File: config.mk
export PLATFORM = sky130hd
export DESIGN_NAME = alu_cmd_stage
export DESIGN_NICKNAME = d
export VERILOG_FILES = /design/src/rtl/alu_cmd_stage.sv
export SDC_FILE = /design/constraint.sdc
export NUM_CORES = 1
export LEC_CHECK = 0
export CAP_MARGIN = 15
export CORE_AREA = 2 2 98 100
export DETAILED_ROUTE_END_ITERATION = 8
export DIE_AREA = 0 0 100 102
export GPL_ROUTABILITY_DRIVEN = 0
export PLACE_DENSITY = 0.81
export SYNTH_ARGS = -nofsm -noshare
export SYNTH_HDL_FRONTEND = slang
export SYNTH_SLANG_ARGS = --single-unit
File: constraint.sdc
create_clock -name clk_i -period 5.7 [get_ports clk_i]
set_clock_uncertainty 0.2 [all_clocks]
set_input_delay 1.71 -clock clk_i [delete_from_list [all_inputs] [get_ports clk_i]]
set_output_delay 1.71 -clock clk_i [all_outputs]
set_load 0.01 [all_outputs]
File: src/rtl/alu_cmd_stage.sv
// Command FIFO, registered issue stage and result register around an external
// combinational ALU; results leave in order over valid/ready with sticky flags.
module alu_cmd_stage #(
    parameter int W     = 8,
    parameter int DEPTH = 4
) (
    input  logic                       clk_i,
    input  logic                       rst_i,
    input  logic                       in_valid_i,
    output logic                       in_ready_o,
    input  logic [3:0]                 in_op_i,
    input  logic [W-1:0]               in_a_i,
    input  logic [W-1:0]               in_b_i,
    output logic [W-1:0]               alu_a_o,
    output logic [W-1:0]               alu_b_o,
    output logic [3:0]                 alu_op_o,
    input  logic [W-1:0]               alu_y_i,
    input  logic                       alu_carry_i,
    input  logic                       alu_overflow_i,
    input  logic                       alu_zero_i,
    input  logic                       alu_negative_i,
    output logic                       out_valid_o,
    input  logic                       out_ready_i,
    output logic [W-1:0]               out_y_o,
    output logic [3:0]                 out_op_o,
    output logic [4:0]                 out_flags_o,
    output logic [4:0]                 sticky_flags_o,
    input  logic                       sticky_clr_i,
    output logic [$clog2(DEPTH):0]     fifo_count_o
);

    localparam int AW = $clog2(DEPTH);
    localparam int CW = AW + 1;
    localparam int EW = 4 + 2 * W;
    localparam logic [CW-1:0] FULL_CNT = CW'(DEPTH);
    localparam logic [3:0]    OP_IDLE  = 4'hF;
    localparam logic [3:0]    OP_DIV   = 4'hD;

    logic [EW-1:0] mem_q [DEPTH];
    logic [AW-1:0] wr_ptr_q, wr_ptr_d;
    logic [AW-1:0] rd_ptr_q, rd_ptr_d;
    logic [CW-1:0] count_q, count_d;

    logic          issue_valid_q, issue_valid_d;
    logic [3:0]    issue_op_q, issue_op_d;
    logic [W-1:0]  issue_a_q, issue_a_d;
    logic [W-1:0]  issue_b_q, issue_b_d;

    logic          out_valid_q, out_valid_d;
    logic [W-1:0]  out_y_q, out_y_d;
    logic [3:0]    out_op_q, out_op_d;
    logic [4:0]    out_flags_q, out_flags_d;
    logic [4:0]    sticky_q, sticky_d;

    logic          push;
    logic          pop;
    logic          adv;
    logic          fifo_nonempty;
    logic          divz;
    logic          out_hs;
    logic [EW-1:0] head;

    // in_ready comes from the registered count only, so a full FIFO refuses
    // a push even in a cycle where the issue stage pops.
    assign in_ready_o    = (count_q != FULL_CNT);
    assign fifo_nonempty = (count_q != '0);
    assign adv           = ~out_valid_q | out_ready_i;
    assign push          = in_valid_i & in_ready_o;
    assign pop           = adv & fifo_nonempty;
    assign head          = mem_q[rd_ptr_q];
    assign out_hs        = out_valid_q & out_ready_i;
    assign divz          = (issue_op_q == OP_DIV) && (issue_b_q == '0);

    always_ff @(posedge clk_i) begin
        if (push) begin
            mem_q[wr_ptr_q] <= {in_op_i, in_a_i, in_b_i};
        end
    end

    always_comb begin
        wr_ptr_d = wr_ptr_q;
        rd_ptr_d = rd_ptr_q;
        count_d  = count_q;
        if (push) begin
            wr_ptr_d = wr_ptr_q + AW'(1);
        end
        if (pop) begin
            rd_ptr_d = rd_ptr_q + AW'(1);
        end
        case ({push, pop})
            2'b10:   count_d = count_q + CW'(1);
            2'b01:   count_d = count_q - CW'(1);
            default: count_d = count_q;
        endcase
    end

    always_comb begin
        issue_valid_d = issue_valid_q;
        issue_op_d    = issue_op_q;
        issue_a_d     = issue_a_q;
        issue_b_d     = issue_b_q;
        if (adv) begin
            if (fifo_nonempty) begin
                issue_valid_d = 1'b1;
                issue_op_d    = head[EW-1 -: 4];
                issue_a_d     = head[2*W-1 -: W];
                issue_b_d     = head[W-1:0];
            end else begin
                issue_valid_d = 1'b0;
                issue_op_d    = OP_IDLE;
                issue_a_d     = '0;
                issue_b_d     = '0;
            end
        end
    end

    always_comb begin
        out_valid_d = out_valid_q;
        out_y_d     = out_y_q;
        out_op_d    = out_op_q;
        out_flags_d = out_flags_q;
        if (adv) begin
            out_valid_d = issue_valid_q;
            if (issue_valid_q) begin
                out_y_d     = alu_y_i;
                out_op_d    = issue_op_q;
                out_flags_d = {divz, alu_carry_i, alu_overflow_i, alu_zero_i, alu_negative_i};
            end
        end
    end

    // A clear coinciding with a handshake keeps that result's flags.
    always_comb begin
        sticky_d = sticky_q;
        if (sticky_clr_i) begin
            sticky_d = out_hs ? out_flags_q : 5'b0;
        end else if (out_hs) begin
            sticky_d = sticky_q | out_flags_q;
        end
    end

    always_ff @(posedge clk_i or posedge rst_i) begin
        if (rst_i) begin
            wr_ptr_q      <= '0;
            rd_ptr_q      <= '0;
            count_q       <= '0;
            issue_valid_q <= 1'b0;
            issue_op_q    <= OP_IDLE;
            issue_a_q     <= '0;
            issue_b_q     <= '0;
            out_valid_q   <= 1'b0;
            out_y_q       <= '0;
            out_op_q      <= '0;
            out_flags_q   <= '0;
            sticky_q      <= '0;
        end else begin
            wr_ptr_q      <= wr_ptr_d;
            rd_ptr_q      <= rd_ptr_d;
            count_q       <= count_d;
            issue_valid_q <= issue_valid_d;
            issue_op_q    <= issue_op_d;
            issue_a_q     <= issue_a_d;
            issue_b_q     <= issue_b_d;
            out_valid_q   <= out_valid_d;
            out_y_q       <= out_y_d;
            out_op_q      <= out_op_d;
            out_flags_q   <= out_flags_d;
            sticky_q      <= sticky_d;
        end
    end

    assign alu_a_o        = issue_a_q;
    assign alu_b_o        = issue_b_q;
    assign alu_op_o       = issue_op_q;
    assign out_valid_o    = out_valid_q;
    assign out_y_o        = out_y_q;
    assign out_op_o       = out_op_q;
    assign out_flags_o    = out_flags_q;
    assign sticky_flags_o = sticky_q;
    assign fifo_count_o   = count_q;

endmodule

## After elaboration in Yosys (flattened, before gate mapping)

Memory sizes are Yosys's and may differ from the RTL's.
Cells that the tools add are included.

- Register bits: 51
- Bits in writable memories: 80
- Output and inout port bits: 47
- Word-level logic and storage cells: 43
- Memories: 1

Memories:

| memory | words | bits a word | rd ports | clocked after Yosys merged registers in | write ports | RTL line | RTL |
|---|---|---|---|---|---|---|---|
| mem_q | 4 | 20 | 1 | 0 | 1 | 39 | `logic [EW-1:0] mem_q [DEPTH];` |

- Add/subtract/negate cells: 4
- Equality and inequality tests: 4
- Muxes and demuxes: 10
- Bitwise gates (word level): 6
- Reduce and logical (&&, ||, !) cells: 6

Operators by type and width:

| cell | count |
|---|---|
| 8-bit 2-to-1 mux | 2 |
| 5-bit 2-to-1 mux | 3 |
| 8-bit zero test | 1 |
| 3-bit one-hot mux with 2 select lines | 1 |
| 5-bit bitwise OR | 1 |
| 2-bit by 1-bit adder with 2-bit output, second input constant | 2 |
| 4-bit equality test, second input constant | 1 |
| 4-bit 2-to-1 mux | 1 |
| 2-bit nonzero test | 2 |
| 3-bit by 1-bit adder with 3-bit output, second input constant | 1 |
| 1-bit AND | 3 |
| 1-bit 2-to-1 mux | 3 |
| 3-bit != test, second input constant | 1 |
| 3-bit nonzero test | 1 |
| 3-bit by 1-bit subtractor with 3-bit output, second input constant | 1 |
| 2-bit by 1-bit equality test with 1-bit output, second input constant | 1 |
| 2-bit equality test, second input constant | 1 |
| 2-bit AND reduction | 1 |
| 1-bit logical AND | 1 |
| 1-bit inverter | 1 |
| 1-bit bitwise OR | 1 |

## Logic depth before layout (Yosys ltp)

- Word-level depth: 5
- Gate-level depth with buffers: 12

## Least setup slack after synthesis

OpenSTA, ideal clock, no wires.

- Path type: input port to flip-flop
- Start: input port out_ready_i
- End: register count_q[2] (netlist: fifo_count_o[2])
- Library setup time: 0.079 ns
- Arrival: 3.375 ns
- Data required time: 5.421 ns
- Path slack: 2.046 ns
- Cell stages on the path: 12
- Buffers on the path: 3
- Cell sequence: nor2b_1 buf_6 or2_1 buf_6 inv_6 buf_6 ha_1 inv_1 fa_1 xor2_1 nor2_1 xor2_1

- Word-level cells in the longest chain between the ends: 4
- Elaborated cells between the ends (all ways): 6

Ends and longest elaborated chain:

| element | RTL line | RTL |
|---|---|---|
| start: declaration | 23 | `input logic out_ready_i,` |
| 1-bit bitwise OR * | 67 | `assign adv = ~out_valid_q \| out_ready_i;` |
| 1-bit AND * | 69 | `assign pop = adv & fifo_nonempty;` |
| net pop | 56 | `logic pop;` |
| 2-bit by 1-bit equality test with 1-bit output / 2-bit equality test (equally long branches) | 90 | `case ({push, pop})` |
| 3-bit one-hot mux with 2 select lines / 2-bit nonzero test (equally long branches) | n/a |  |
| end signal: assignment | 159 | `count_q <= count_d;` |
| end: declaration | 42 | `logic [CW-1:0] count_q, count_d;` |

Mark *: on every way through the listed nets, which the timed path passes. The rest lies on a longest branch.
A chain may end at the register's enable or synchronous reset.

## Worst setup path after layout

- Start: input port out_ready_i
- End: register count_q[2] (netlist: fifo_count_o[2])

- Word-level cells in the longest chain between the ends: 4
- Elaborated cells between the ends (all ways): 6

Ends and longest elaborated chain:

| element | RTL line |
|---|---|
| 1-bit bitwise OR * | 67 |
| 1-bit AND * | 69 |
| 2-bit by 1-bit equality test with 1-bit output / 2-bit equality test (equally long branches) | 90 |
| 3-bit one-hot mux with 2 select lines / 2-bit nonzero test (equally long branches) | n/a |

Every way passes the cells marked *; elsewhere a longest branch is shown, timed or not.

==> key figures <==
Outcome
  • Outcome: completed

Pwr
  • Power density normalized to cell area: roughly 570 nW/um2
  • Worst ir drop on vdd: approximately 0.29 mV
  • Leakage component of the power: 2.431 nW
  • Sum of internal, switching and leakage power: approximately 0.0037 W

Yosys
  • Number of warning messages in the yosys log: 0
  • Post-synth top flop: edfxtp_1
  • Async S/R FF share, synth: 0.3893
  • Syn_area_per_cell: 19.52 um2
  • Cells after synthesis: roughly 250
  • Number of flops mapped to enable cells by yosys: 80
  • Count of cell types in the netlist: 33
  • Syn Nets: around 300
  • Seq/Total Area, Yosys: 0.7431
  • Total of flip-flops plus latches after synthesis: about 130
  • Post-synthesis instance area: roughly 5000 um2

Route
  • Starting DRT DRC Count: about 120
  • Routed wl met3: about 520 um
  • Routed via count divided by cell count: approximately 5.6
  • Post-DRT Antenna Nets: 0
  • First-pass iteration count of the detailed router: 4
  • Wire length after detailed routing: around 9600 um
  • Average wire length per cell after detail routing: a little over 20 um
  • Routed wire length on met2: 5168 um
  • Residual DRC count: 0
  • Highest metal layer with signal wires: met4
  • Vias after detailed routing: roughly 2.7k
  • Met1 wire length: 3712 um

Global routing
  • Wire length of the first global-routing pass: approximately 15000 um
  • Pin count of the biggest net entering global routing: between 50 and 60
  • Number of global-route vias before repair: ~2.8k
  • Overflow left after global routing: 0
  • Total Routing Usage GR: 0.2049
  • Number of antenna violations at the first check in global routing: 0

STA
  • Fin Hold WS: a little over 0.3 ns
  • Clock period minus worst slack: between 4 and 5 ns
  • Slew of the pin with the lowest slew margin: about 1.1 ns
  • Final Setup Violations: 0
  • Relative slew slack: 0.2631
  • Setup TNS: 0 ns
  • Final slew viol count: 0
  • Max Clock Freq: roughly 240 MHz
  • Post-route clock period utilization: 0.7190
  • Endpoints failing hold: 0
  • RSZ-0062 raised after global routing: no

Placement
  • Cell total after placement: 440
  • Cell Area, Placed: ~5900 um2
  • Count of buffers from port buffering: between 80 and 90
  • Half-perimeter wire length after detailed placement: 5741 um

Cells and area
  • Synth-to-Final Area Change: 30.26%
  • Commonest non-fill, non-tap cell in the layout: clkdlybuf4s50_1
  • Count of non-filler cells in the finished layout: around 470
  • Fraction of final layout cells sized beyond drive strength 1: 0.2155
  • Non-Filler Cell Area, Final: between 6000 and 7000 um2
  • Highest-count cells in the layout ignoring fill and taps: clkdlybuf4s50_1, edfxtp_1, dfrtp_1
  • Nets: 392
  • Number of diodes: 0

Worst setup path
  • Required time of the critical path: 5.93 ns
  • Type of destination of the critical path: flop
  • Buffers & Inverters on Critical Path: 4
  • Crit-path max cell delay: 0.60 ns
  • WP data arrival: about 4.3 ns
  • Crit path kind: primary input to flop
  • Total stage count of the critical path: 11
  • Critical path's slowest cell: clkdlybuf4s50_1
  • Cell Chain, Critical Path: clkdlybuf4s50_1, nor2b_1, buf_4, or2_1, inv_6, ha_1, inv_1, fa_1, xor2_1, nor2_1, xor2_1
  • Sort of element at the start of the critical path: primary input
  • Worst path top cell family by delay: buffers and inverters
  • Worst Path Max Fanout: 19
  • Cell with the most instances on the worst path: xor2_1
  • Depth of the most critical reg-to-reg path: 10

Die
  • Die W: roughly 100 um
  • Die boundary height: between 100 and 150 um
  • Count of boundary I/O pins: 84
  • Core Box Area: between 9000 and 10000 um2
  • Row count: 35
  • Area of the die: slightly above 10000 um2
  • Effective utilization at floorplan: 0.5442

Clock network
  • CTS Root Buffer Type: clkbuf_8
  • Cts-stage hold buffer count: 0
  • H-tree depth: 4
  • Count of cells resized by post-cts repair: 0
  • Largest buffer count on any clock path: 2
  • Clock Sink Count: 131
  • TritonCTS Buffers: 17
  • Post-CTS repair timing setup buffer count: 0
  • Worst-skew pair later-pin latency: between 0.5 and 0.6 ns
  • CTS clock-pin slew for the worst setup and hold paths: around 0.060 ns
  • Clock tree from TritonCTS: built

Min path
  • Cell depth of the worst hold path: 1
  • Hold WC Path Type: flop to flop

Run
  • Count of maximum capacitance violations: 0
-- cell families (layout without fill, tap and decap cells) --
kind of cell,after synthesis,after routing,synth area share
flip-flops,131,131,0.7431
AND/OR/NAND/NOR,25,25,0.03004
multiplexers,39,39,0.1338
AO/OA/AOI/OAI,25,25,0.04038
buffers and inverters,22,130,0.02549
adder cells (fa/ha/maj),6,6,0.01666
XOR/XNOR,6,6,0.01060
-- cells in the mapped netlist, types with 2 or more instances --
cell type | number | share of area
nand2b_1 | 2 | 0.0025
nand2_1 | 3 | 0.0023
mux2_2 | 18 | 0.041
xnor2_1 | 3 | 0.0053
dfstp_2 | 4 | 0.021
inv_1 | 11 | 0.0083
and3_1 | 5 | 0.0063
buf_4 | 2 | 0.0030
mux4_2 | 20 | 0.091
ha_1 | 5 | 0.013
dfrtp_1 | 47 | 0.24
clkbuf_1 | 3 | 0.0023
nand3_1 | 5 | 0.0050
a22o_1 | 16 | 0.028
xor2_1 | 3 | 0.0053
o21ai_0 | 5 | 0.0050
edfxtp_1 | 80 | 0.48
o22a_1 | 4 | 0.0071
buf_6 | 4 | 0.0091
-- path summary, 6_finish.rpt --
check	from	to	slack [ns]
worst max-delay path	out_ready_i	fifo_count_o[2]	1.60
worst min-delay path	out_y_o[2]	out_y_o[2]	0.30
worst max register to register	out_valid_o	fifo_count_o[2]	2.85
worst min register to register	out_y_o[2]	out_y_o[2]	0.30
max in group asynchronous	rst_i	alu_op_o[0]	3.42
min in group asynchronous	rst_i	out_y_o[1]	1.30
-- metal layers --
layer  vias to the layer above  GRT usage
li1                       1178          -
met1                      1362     0.2284
met5                         -          0
met3                        15    0.06566
met4                         0    0.09589
met2                       105     0.3612
-- flip-flops by register name, indices dropped and copies added, names as in the netlist, 2 cells and up --
| signal | flops |
|---|---|
| alu_op_o | 4 |
| alu_a_o | 8 |
| sticky_flags_o | 5 |
| alu_b_o | 8 |
| rd_ptr_q | 2 |
| mem_q | 80 |
| out_y_o | 8 |
| out_op_o | 4 |
| out_flags_o | 5 |
| wr_ptr_q | 2 |
| fifo_count_o | 3 |
-- area by class of cell --
cell class                 instances  area (um2)
tap                              111       138.9
fill                             576        2651
clock buffer                      22       475.5
timing repair buffer              86       865.8
clock inverter                    10       96.34
inverter                          12       50.05
multi-input combinational        101        1147
sequential                       131        3684
-- power by group --
part	internal [W]	total [W]	switching [W]
sequential	0.00133	0.00152	0.000195
combinational	0.000642	0.00113	0.000489
clock	0.000632	0.00102	0.000388
total	0.00260	0.00367	0.00107
-- through the flow --
step	util	setup WS (ns)
6_report	0.7089	1.602
5_1_grt	0.7089	1.447
4_1_cts	0.7067	1.621
3_5_place_dp	0.6440	1.143
3_3_place_gp	0.6440	1.290
2_1_floorplan	-	2.046
(Power assumes the default switching activity.)
